<file path="src/rtl/neuron_pkg.sv">
// Shared types and constants for the neuron trainer's sample path.
// Targets use the same 2-bit signed encoding as the trainer's y_sign.
package neuron_pkg;

  localparam int NEURON_DATA_W = 14;

  localparam logic [1:0] T_POS = 2'b01;
  localparam logic [1:0] T_NEG = 2'b11;

  typedef enum logic [1:0] {
    EMPTY,
    LOAD,
    REPLAY
  } state_t;

  typedef struct packed {
    logic signed [NEURON_DATA_W-1:0] x1;
    logic signed [NEURON_DATA_W-1:0] x2;
    logic [1:0]                      t;
  } sample_t;

  function automatic logic t_is_valid(input logic [1:0] t);
    return (t == T_POS) || (t == T_NEG);
  endfunction

endpackage

</file>
<file path="src/rtl/neuron_sample_store_if.sv">
// Host write port plus trainer replay port of the sample store.
// The host/trainer side uses master; the store itself uses slave.
interface neuron_sample_store_if #(
  parameter int DATA_W = neuron_pkg::NEURON_DATA_W,
  parameter int ADDR_W = 6
);
  logic                     clear;
  logic                     wr_en;
  logic signed [DATA_W-1:0] wr_x1;
  logic signed [DATA_W-1:0] wr_x2;
  logic [1:0]               wr_t;
  logic                     full;
  logic [ADDR_W:0]          count;
  logic                     init;
  logic                     next;
  logic signed [DATA_W-1:0] x1;
  logic signed [DATA_W-1:0] x2;
  logic [1:0]               t;
  logic                     eof;
  logic                     err;

  modport master (
    output clear, wr_en, wr_x1, wr_x2, wr_t, init, next,
    input  full, count, x1, x2, t, eof, err
  );

  modport slave (
    input  clear, wr_en, wr_x1, wr_x2, wr_t, init, next,
    output full, count, x1, x2, t, eof, err
  );
endinterface

</file>
<file path="src/rtl/sample_ram.sv">
// Single-write, single synchronous-read sample storage with no reset.
// A read of the address being written returns the new word (write-first).
module sample_ram #(
  parameter int WIDTH  = 30,
  parameter int DEPTH  = 64,
  parameter int ADDR_W = 6
) (
  input  logic              clk,
  input  logic              we,
  input  logic [ADDR_W-1:0] waddr,
  input  logic [WIDTH-1:0]  wdata,
  input  logic [ADDR_W-1:0] raddr,
  output logic [WIDTH-1:0]  rdata
);

  logic [WIDTH-1:0] mem [DEPTH];

  always_ff @(posedge clk) begin
    if (we) begin
      mem[waddr] <= wdata;
    end
    if (we && (waddr == raddr)) begin
      rdata <= wdata;
    end else begin
      rdata <= mem[raddr];
    end
  end

endmodule

</file>
<file path="src/rtl/neuron_sample_store.sv">
// Training-sample buffer: host loads samples, trainer replays them one per
// next pulse and rewinds on init at each epoch; eof marks end of a pass.
module neuron_sample_store
  import neuron_pkg::*;
#(
  parameter int DATA_W = NEURON_DATA_W,
  parameter int DEPTH  = 64,
  parameter int ADDR_W = 6
) (
  input logic                  clk,
  input logic                  rst,
  neuron_sample_store_if.slave bus
);

  localparam int              SAMPLE_W = 2 * DATA_W + 2;
  localparam logic [ADDR_W:0] DEPTH_C  = (ADDR_W + 1)'(DEPTH);

  state_t          state_reg, state_next;
  logic [ADDR_W:0] count_reg, count_next;
  logic [ADDR_W:0] rd_ptr_reg, rd_ptr_next;
  logic            err_reg, err_next;
  logic            eof_reg;
  logic            valid_reg;

  logic                full;
  logic                at_end;
  logic                wr_accept;
  logic [SAMPLE_W-1:0] wr_word;
  logic [SAMPLE_W-1:0] rd_word;

  assign full      = (count_reg == DEPTH_C);
  assign at_end    = (state_reg == REPLAY) && (rd_ptr_reg == count_reg);
  assign wr_accept = bus.wr_en && !bus.clear && !full;
  assign wr_word   = {bus.wr_x1, bus.wr_x2, bus.wr_t};

  always_comb begin
    state_next  = state_reg;
    count_next  = count_reg;
    rd_ptr_next = rd_ptr_reg;
    err_next    = err_reg;
    if (bus.clear) begin
      state_next  = EMPTY;
      count_next  = '0;
      rd_ptr_next = '0;
      err_next    = 1'b0;
    end else begin
      if (bus.wr_en) begin
        if (full || !t_is_valid(bus.wr_t)) begin
          err_next = 1'b1;
        end
        if (!full) begin
          count_next = count_reg + 1'b1;
          if (state_reg == EMPTY) begin
            state_next = LOAD;
          end
        end
      end
      if (bus.init) begin
        state_next  = REPLAY;
        rd_ptr_next = '0;
      end else if (state_reg == REPLAY) begin
        // A finished pass stays finished: an append at eof drags the pointer along.
        if (bus.next && !at_end) begin
          rd_ptr_next = rd_ptr_reg + 1'b1;
        end else if (at_end && wr_accept) begin
          rd_ptr_next = rd_ptr_reg + 1'b1;
        end
        if (bus.next && at_end) begin
          err_next = 1'b1;
        end
      end
    end
  end

  always_ff @(posedge clk or negedge rst) begin
    if (!rst) begin
      state_reg  <= EMPTY;
      count_reg  <= '0;
      rd_ptr_reg <= '0;
      err_reg    <= 1'b0;
      eof_reg    <= 1'b0;
      valid_reg  <= 1'b0;
    end else begin
      state_reg  <= state_next;
      count_reg  <= count_next;
      rd_ptr_reg <= rd_ptr_next;
      err_reg    <= err_next;
      eof_reg    <= (state_next == REPLAY) && (rd_ptr_next == count_next);
      valid_reg  <= (state_next == REPLAY) && (rd_ptr_next != count_next);
    end
  end

  // The read address is the upcoming pointer so data lands one cycle after next/init.
  sample_ram #(
    .WIDTH  (SAMPLE_W),
    .DEPTH  (DEPTH),
    .ADDR_W (ADDR_W)
  ) u_sample_ram (
    .clk   (clk),
    .we    (wr_accept),
    .waddr (count_reg[ADDR_W-1:0]),
    .wdata (wr_word),
    .raddr (rd_ptr_next[ADDR_W-1:0]),
    .rdata (rd_word)
  );

  assign bus.x1    = valid_reg ? rd_word[SAMPLE_W-1 -: DATA_W] : '0;
  assign bus.x2    = valid_reg ? rd_word[DATA_W+1 -: DATA_W]   : '0;
  assign bus.t     = valid_reg ? rd_word[1:0]                  : 2'b00;
  assign bus.eof   = eof_reg;
  assign bus.err   = err_reg;
  assign bus.full  = full;
  assign bus.count = count_reg;

endmodule
</file>
<file path="src/flat_wrapper.sv">
// flat-port wrapper written by rule: the top's interface ports become plain ports
module neuron_sample_store_flat import neuron_pkg::*;
#(
  parameter int DATA_W = NEURON_DATA_W,
  parameter int DEPTH  = 64,
  parameter int ADDR_W = 6
)
  (clk, rst, bus_clear, bus_wr_en, bus_wr_x1, bus_wr_x2, bus_wr_t, bus_init, bus_next, bus_full, bus_count, bus_x1, bus_x2, bus_t, bus_eof, bus_err);
  neuron_sample_store_if #(.DATA_W(DATA_W), .ADDR_W(ADDR_W)) bus_i ();
  input logic clk;
  input logic rst;
  input wire logic [$bits(bus_i.clear)-1:0] bus_clear;
  input wire logic [$bits(bus_i.wr_en)-1:0] bus_wr_en;
  input wire logic [$bits(bus_i.wr_x1)-1:0] bus_wr_x1;
  input wire logic [$bits(bus_i.wr_x2)-1:0] bus_wr_x2;
  input wire logic [$bits(bus_i.wr_t)-1:0] bus_wr_t;
  input wire logic [$bits(bus_i.init)-1:0] bus_init;
  input wire logic [$bits(bus_i.next)-1:0] bus_next;
  output wire logic [$bits(bus_i.full)-1:0] bus_full;
  output wire logic [$bits(bus_i.count)-1:0] bus_count;
  output wire logic [$bits(bus_i.x1)-1:0] bus_x1;
  output wire logic [$bits(bus_i.x2)-1:0] bus_x2;
  output wire logic [$bits(bus_i.t)-1:0] bus_t;
  output wire logic [$bits(bus_i.eof)-1:0] bus_eof;
  output wire logic [$bits(bus_i.err)-1:0] bus_err;
  assign bus_i.clear = bus_clear;
  assign bus_i.wr_en = bus_wr_en;
  assign bus_i.wr_x1 = bus_wr_x1;
  assign bus_i.wr_x2 = bus_wr_x2;
  assign bus_i.wr_t = bus_wr_t;
  assign bus_i.init = bus_init;
  assign bus_i.next = bus_next;
  assign bus_full = bus_i.full;
  assign bus_count = bus_i.count;
  assign bus_x1 = bus_i.x1;
  assign bus_x2 = bus_i.x2;
  assign bus_t = bus_i.t;
  assign bus_eof = bus_i.eof;
  assign bus_err = bus_i.err;
  neuron_sample_store #(.DATA_W(DATA_W), .DEPTH(DEPTH), .ADDR_W(ADDR_W)) u_core (.clk(clk), .rst(rst), .bus(bus_i));
endmodule
</file>
<file path="config.mk">
export PLATFORM = sky130hd
export DESIGN_NAME = neuron_sample_store_flat
export DESIGN_NICKNAME = d
export VERILOG_FILES = /design/src/rtl/neuron_pkg.sv /design/src/rtl/neuron_sample_store_if.sv /design/src/rtl/sample_ram.sv /design/src/rtl/neuron_sample_store.sv /design/src/flat_wrapper.sv
export SDC_FILE = /design/constraint.sdc
export NUM_CORES = 2
export LEC_CHECK = 0
export ABC_AREA = 1
export CAP_MARGIN = 20
export CORE_ASPECT_RATIO = 0.7
export CORE_MARGIN = 1.5
export CORE_UTILIZATION = 30
export CTS_CLUSTER_SIZE = 25
export DETAILED_ROUTE_END_ITERATION = 10
export PLACE_DENSITY = 0.46
export SYNTH_ARGS = -nofsm -noshare
export SYNTH_HDL_FRONTEND = slang
export SYNTH_SLANG_ARGS = --single-unit
</file>
<file path="constraint.sdc">
create_clock -name clk -period 4.3 [get_ports clk]
set_input_delay 0.645 -clock clk [delete_from_list [all_inputs] [get_ports clk]]
set_output_delay 0.645 -clock clk [all_outputs]
set_load 0.05 [all_outputs]
</file>
==> impl_results.html <==
<table>
<tr><th>Metric</th><th>Value</th></tr>
<tr><th colspan="2">STA</th></tr>
<tr><td>Time the worst path needs with I/O delays and setup</td><td>4.35 ns</td></tr>
<tr><td>Hold slack final</td><td>0.118 ns</td></tr>
<tr><td>Max Clock Freq</td><td>230 MHz</td></tr>
<tr><td>Final Slew Violations</td><td>0</td></tr>
<tr><td>Largest clock skew in the final design</td><td>0.0513 ns</td></tr>
<tr><td>Max-Slew Margin vs Limit</td><td>23.6%</td></tr>
<tr><td>Unrepaired setup endpoints after global routing</td><td>yes</td></tr>
<tr><td>Final critical-path share of the clock period</td><td>101%</td></tr>
<tr><td>Number of endpoints failing setup at the final stage</td><td>2</td></tr>
<tr><td>Final worst slack</td><td>-0.0453 ns</td></tr>
<tr><td>Worst Max-Slew Pin Slew</td><td>1.14 ns</td></tr>
<tr><td>Final-report hold violation count</td><td>0</td></tr>
<tr><th colspan="2">Critical path</th></tr>
<tr><td>Startpoint type of the worst setup path</td><td>flop</td></tr>
<tr><td>Critical Path RT</td><td>3.65 ns</td></tr>
<tr><td>Start-to-end type of the worst setup path</td><td>flop to output port</td></tr>
<tr><td>Kind of capture point of the worst setup path</td><td>output port</td></tr>
<tr><td>Peak fanout along the critical path</td><td>58</td></tr>
<tr><td>Worst EP arrival</td><td>3.70 ns</td></tr>
<tr><th colspan="2">Cells and area</th></tr>
<tr><td>Growth of design area from synthesis to finish</td><td>18.6%</td></tr>
<tr><td>Number of nets in the final layout</td><td>5801</td></tr>
<tr><td>Fraction of final layout cells with drive strength greater than 1</td><td>13.6%</td></tr>
<tr><td>Post-route non-filler standard cell count</td><td>9267</td></tr>
<tr><td>Flip-flop count of the largest register after layout</td><td>1920</td></tr>
<tr><td>Post-route cell area</td><td>90600 sq um</td></tr>
<tr><th colspan="2">Clock tree</th></tr>
<tr><td>Level count of the clock H-tree</td><td>4</td></tr>
<tr><td>Clock transition time at the flip-flop clock pins of the worst setup and hold paths</td><td>0.06 ns</td></tr>
<tr><td>Number of buffers inserted for hold repair after clock tree synthesis</td><td>0</td></tr>
<tr><td>TritonCTS clock tree</td><td>yes</td></tr>
<tr><td>Clock latency of the later-clocked register in the worst-skew pair</td><td>0.87 ns</td></tr>
<tr><td>Clock buffer count from CTS</td><td>194</td></tr>
<tr><td>Library cell used as clock root buffer</td><td>sky130_fd_sc_hd__clkbuf_16</td></tr>
<tr><td>Maximum count of clock buffers along a single path</td><td>4</td></tr>
<tr><td>Clk sinks</td><td>1945</td></tr>
<tr><th colspan="2">Synth</th></tr>
<tr><td>Post-Synthesis Mean Instance Area</td><td>13.7 sq um</td></tr>
<tr><td>Cell area after synthesis</td><td>76400 sq um</td></tr>
<tr><td>Gate count of the mapped netlist</td><td>5597</td></tr>
<tr><td>Area leader, netlist</td><td>sky130_fd_sc_hd__edfxtp_1</td></tr>
<tr><td>Top cells by count, synth</td><td>sky130_fd_sc_hd__edfxtp_1 (1920), sky130_fd_sc_hd__nor2_1 (1134), sky130_fd_sc_hd__o21ai_0 (992)</td></tr>
<tr><td>Main area contributors after synthesis</td><td>sky130_fd_sc_hd__edfxtp_1 (75%), sky130_fd_sc_hd__o21ai_0 (6.5%), sky130_fd_sc_hd__nor2_1 (5.6%)</td></tr>
<tr><td>Synthesis Warnings</td><td>0</td></tr>
<tr><td>Top FF cell, synth</td><td>sky130_fd_sc_hd__edfxtp_1</td></tr>
<tr><td>Most frequently used cell type in the post-synthesis netlist</td><td>sky130_fd_sc_hd__edfxtp_1</td></tr>
<tr><td>Count of flip-flops with a built-in enable after synthesis</td><td>1920</td></tr>
<tr><td>Sequential fraction of the synthesis area</td><td>76.2%</td></tr>
<tr><td>Proportion of synthesized flip-flops having asynchronous set or reset</td><td>0.977%</td></tr>
<tr><td>Flip-flop and latch count after synthesis</td><td>1945</td></tr>
<tr><td>Post-synth net total</td><td>5636</td></tr>
<tr><td>Top cell type's share of synthesized area</td><td>75.5%</td></tr>
<tr><td>Distinct cells, synth</td><td>38</td></tr>
<tr><th colspan="2">Pwr</th></tr>
<tr><td>Net switching power of the design</td><td>0.00864 W</td></tr>
<tr><td>Design Power</td><td>0.0392 W</td></tr>
<tr><td>Max rail drop VDD</td><td>0.291 mV</td></tr>
<tr><td>Switching part of the total power</td><td>22.1%</td></tr>
<tr><td>Relative contribution of sequential cells to total power</td><td>53.3%</td></tr>
<tr><td>Leakage</td><td>28.7 nW</td></tr>
<tr><td>Clock Power Share</td><td>42.3%</td></tr>
<tr><td>Portion of total power attributed to combinational logic</td><td>4.4%</td></tr>
<tr><td>Cell-internal power</td><td>0.0305 W</td></tr>
<tr><td>Areal power density over the cells</td><td>432 nW/um^2</td></tr>
<tr><th colspan="2">Drt</th></tr>
<tr><td>Number of vias per cell</td><td>5.42</td></tr>
<tr><td>Vias after detailed routing</td><td>50.2k</td></tr>
<tr><td>Number of DRC markers in iteration 0</td><td>6684</td></tr>
<tr><td>Detailed-route wire length per cell</td><td>28.6 um</td></tr>
<tr><td>Drt total wl</td><td>265000 um</td></tr>
<tr><td>Number of routed nets with antenna violations</td><td>0</td></tr>
<tr><td>Post-route DRC violation count</td><td>0</td></tr>
<tr><td>Number of iterations in the first detailed-routing pass</td><td>6</td></tr>
<tr><th colspan="2">Global routing</th></tr>
<tr><td>Overall Global Routing Usage</td><td>19.9%</td></tr>
<tr><td>Via count of the first global-routing pass</td><td>47.1k</td></tr>
<tr><td>Number of antenna violations at the first check in global routing</td><td>18</td></tr>
<tr><td>Largest net degree at the start of global routing</td><td>96</td></tr>
<tr><td>Global-route wire length before repair</td><td>367000 um</td></tr>
<tr><td>Overall overflow remaining after global route</td><td>0</td></tr>
<tr><th colspan="2">Status</th></tr>
<tr><td>Violations in the final reports</td><td>negative setup slack</td></tr>
<tr><td>Result of the run</td><td>finished with violations</td></tr>
<tr><th colspan="2">Floorplanning</th></tr>
<tr><td>Die boundary width</td><td>606 um</td></tr>
<tr><td>Core region area</td><td>252000 sq um</td></tr>
<tr><td>Initial standard-cell utilization of the core</td><td>30.3%</td></tr>
<tr><td>Top-Level Pins</td><td>76</td></tr>
<tr><td>Die height</td><td>425 um</td></tr>
<tr><td>DIE AREA</td><td>258000 sq um</td></tr>
<tr><td>Placement row count</td><td>154</td></tr>
<tr><th colspan="2">Placed design</th></tr>
<tr><td>Port bufs</td><td>75</td></tr>
<tr><td>Number of cells after detailed placement</td><td>8891</td></tr>
<tr><td>Gp weighted congestion</td><td>0.793</td></tr>
<tr><td>Area after detailed placement</td><td>83400 sq um</td></tr>
<tr><td>Detailed placement HPWL</td><td>142000 um</td></tr>
<tr><td>Post-Place Setup Slack</td><td>0.226 ns</td></tr>
<tr><th colspan="2">Run</th></tr>
<tr><td>Max-capacitance violation count</td><td>0</td></tr>
<tr><th colspan="2">Hold path</th></tr>
<tr><td>Worst hold path class</td><td>input port to flop</td></tr>
</table>
## power by group through the flow
| stage | clock, W | combinational (W) | sequential, W |
|---|---|---|---|
| after floorplan | 0 | 0.000717 | 0.0213 |
| after detailed placement | 0 | 0.00160 | 0.0213 |
| after global routing | 0.0176 | 0.00185 | 0.0209 |
| after global placement | 0 | 0.00158 | 0.0213 |
| after CTS | 0.0168 | 0.00167 | 0.0209 |
| final | 0.0166 | 0.00172 | 0.0209 |
## critical path: stages, from the launching register on
cell and delay [ns]:
sky130_fd_sc_hd__dfxtp_4 0.41, sky130_fd_sc_hd__inv_8 0.48, sky130_fd_sc_hd__buf_12 0.30, sky130_fd_sc_hd__buf_12 0.25, sky130_fd_sc_hd__o21ai_0 0.14, sky130_fd_sc_hd__o21ai_1 0.37
sky130_fd_sc_hd__nand3_1 0.23, sky130_fd_sc_hd__a21oi_1 0.19, sky130_fd_sc_hd__buf_4 0.16, sky130_fd_sc_hd__buf_12 0.13
## layer usage
metal | GRT usage (%) | vias to the layer above | wire (um)
li1 | - | 21800 | -
met1 | 29.9 | 25900 | 122000
met2 | 28.8 | 2204 | 113000
met3 | 4.30 | 336 | 23100
met4 | 4.85 | 2 | 6070
met5 | 0 | - | 13
## timing repair
item | CTS | global route
pin swaps | 6 | 7
cloned | 10 | 8
resized for setup | 86 | 51
setup buffers | 6 | 4
endpoints found under the setup margin | 30 | 30
## cells in the final DEF, fill, tap and decap left out, drive strengths merged, types with 27 or more instances in the layout
cell,netlist,layout
edfxtp,1920,1920
o221ai,360,360
nor2,1139,1139
o21ai,1011,1011
clkinv,3,80
o22ai,120,120
inv,62,67
clkbuf,291,257
a21oi,34,34
nand3,318,318
nand2,85,85
buf,135,365
o311ai,27,27
## final cells by class
| cell class | count | area (sq um) |
|---|---|---|
| fill | 24200 | 162000 |
| sequential | 1945 | 58300 |
| multi-input combinational | 3161 | 17000 |
| clock buffer | 249 | 5150 |
| timing repair buffer | 392 | 4890 |
| tap | 3354 | 4200 |
| clock inverter | 93 | 782 |
| inverter | 65 | 313 |
| timing repair inverter | 3 | 28.8 |
| antenna | 5 | 12.5 |
## cell families (layout without fill, tap and decap cells)
logic type | count (synthesis) | in the layout | share of synthesized area [%]
AOI/OAI and AO/OA | 1586 | 1586 | 12.6
xor gates and xnor gates | 2 | 2 | 0.0229
adders and majority gates | 3 | 3 | 0.0491
buffers and inverters | 491 | 802 | 2.67
DFF | 1945 | 1945 | 76.2
other | 0 | 5 | 0
and+or+nand+nor | 1570 | 1570 | 8.45
## final timing paths
path / startpoint / to / slack [ns] / cells after the start
setup / recovery: flop / bus_x1[7] / -0.05 / 9
hold / removal: bus_wr_x2[10] / u_core.u_sample_ram.mem[5][12] / 0.12 / 1
setup reg to reg: u_core.bus.count[0] / u_core.u_sample_ram.mem[63][24] / 0.98 / 8
hold reg to reg: u_core.bus.err / u_core.bus.err / 0.56 / 2
max in group asynchronous: rst / u_core.rd_ptr_reg[0] / 3.35 / 1
min in group asynchronous: rst / u_core.valid_reg / 0.33 / 1
## metrics by stage
stage               TNS, ns  util (%)
floorplan                 0         -
global placement          0      33.0
detailed placement        0      33.1
CTS                  -0.334      35.7
global route         -0.372      35.9
finish              -0.0889      35.9
No activity file was read; power rests on OpenSTA's default activity.
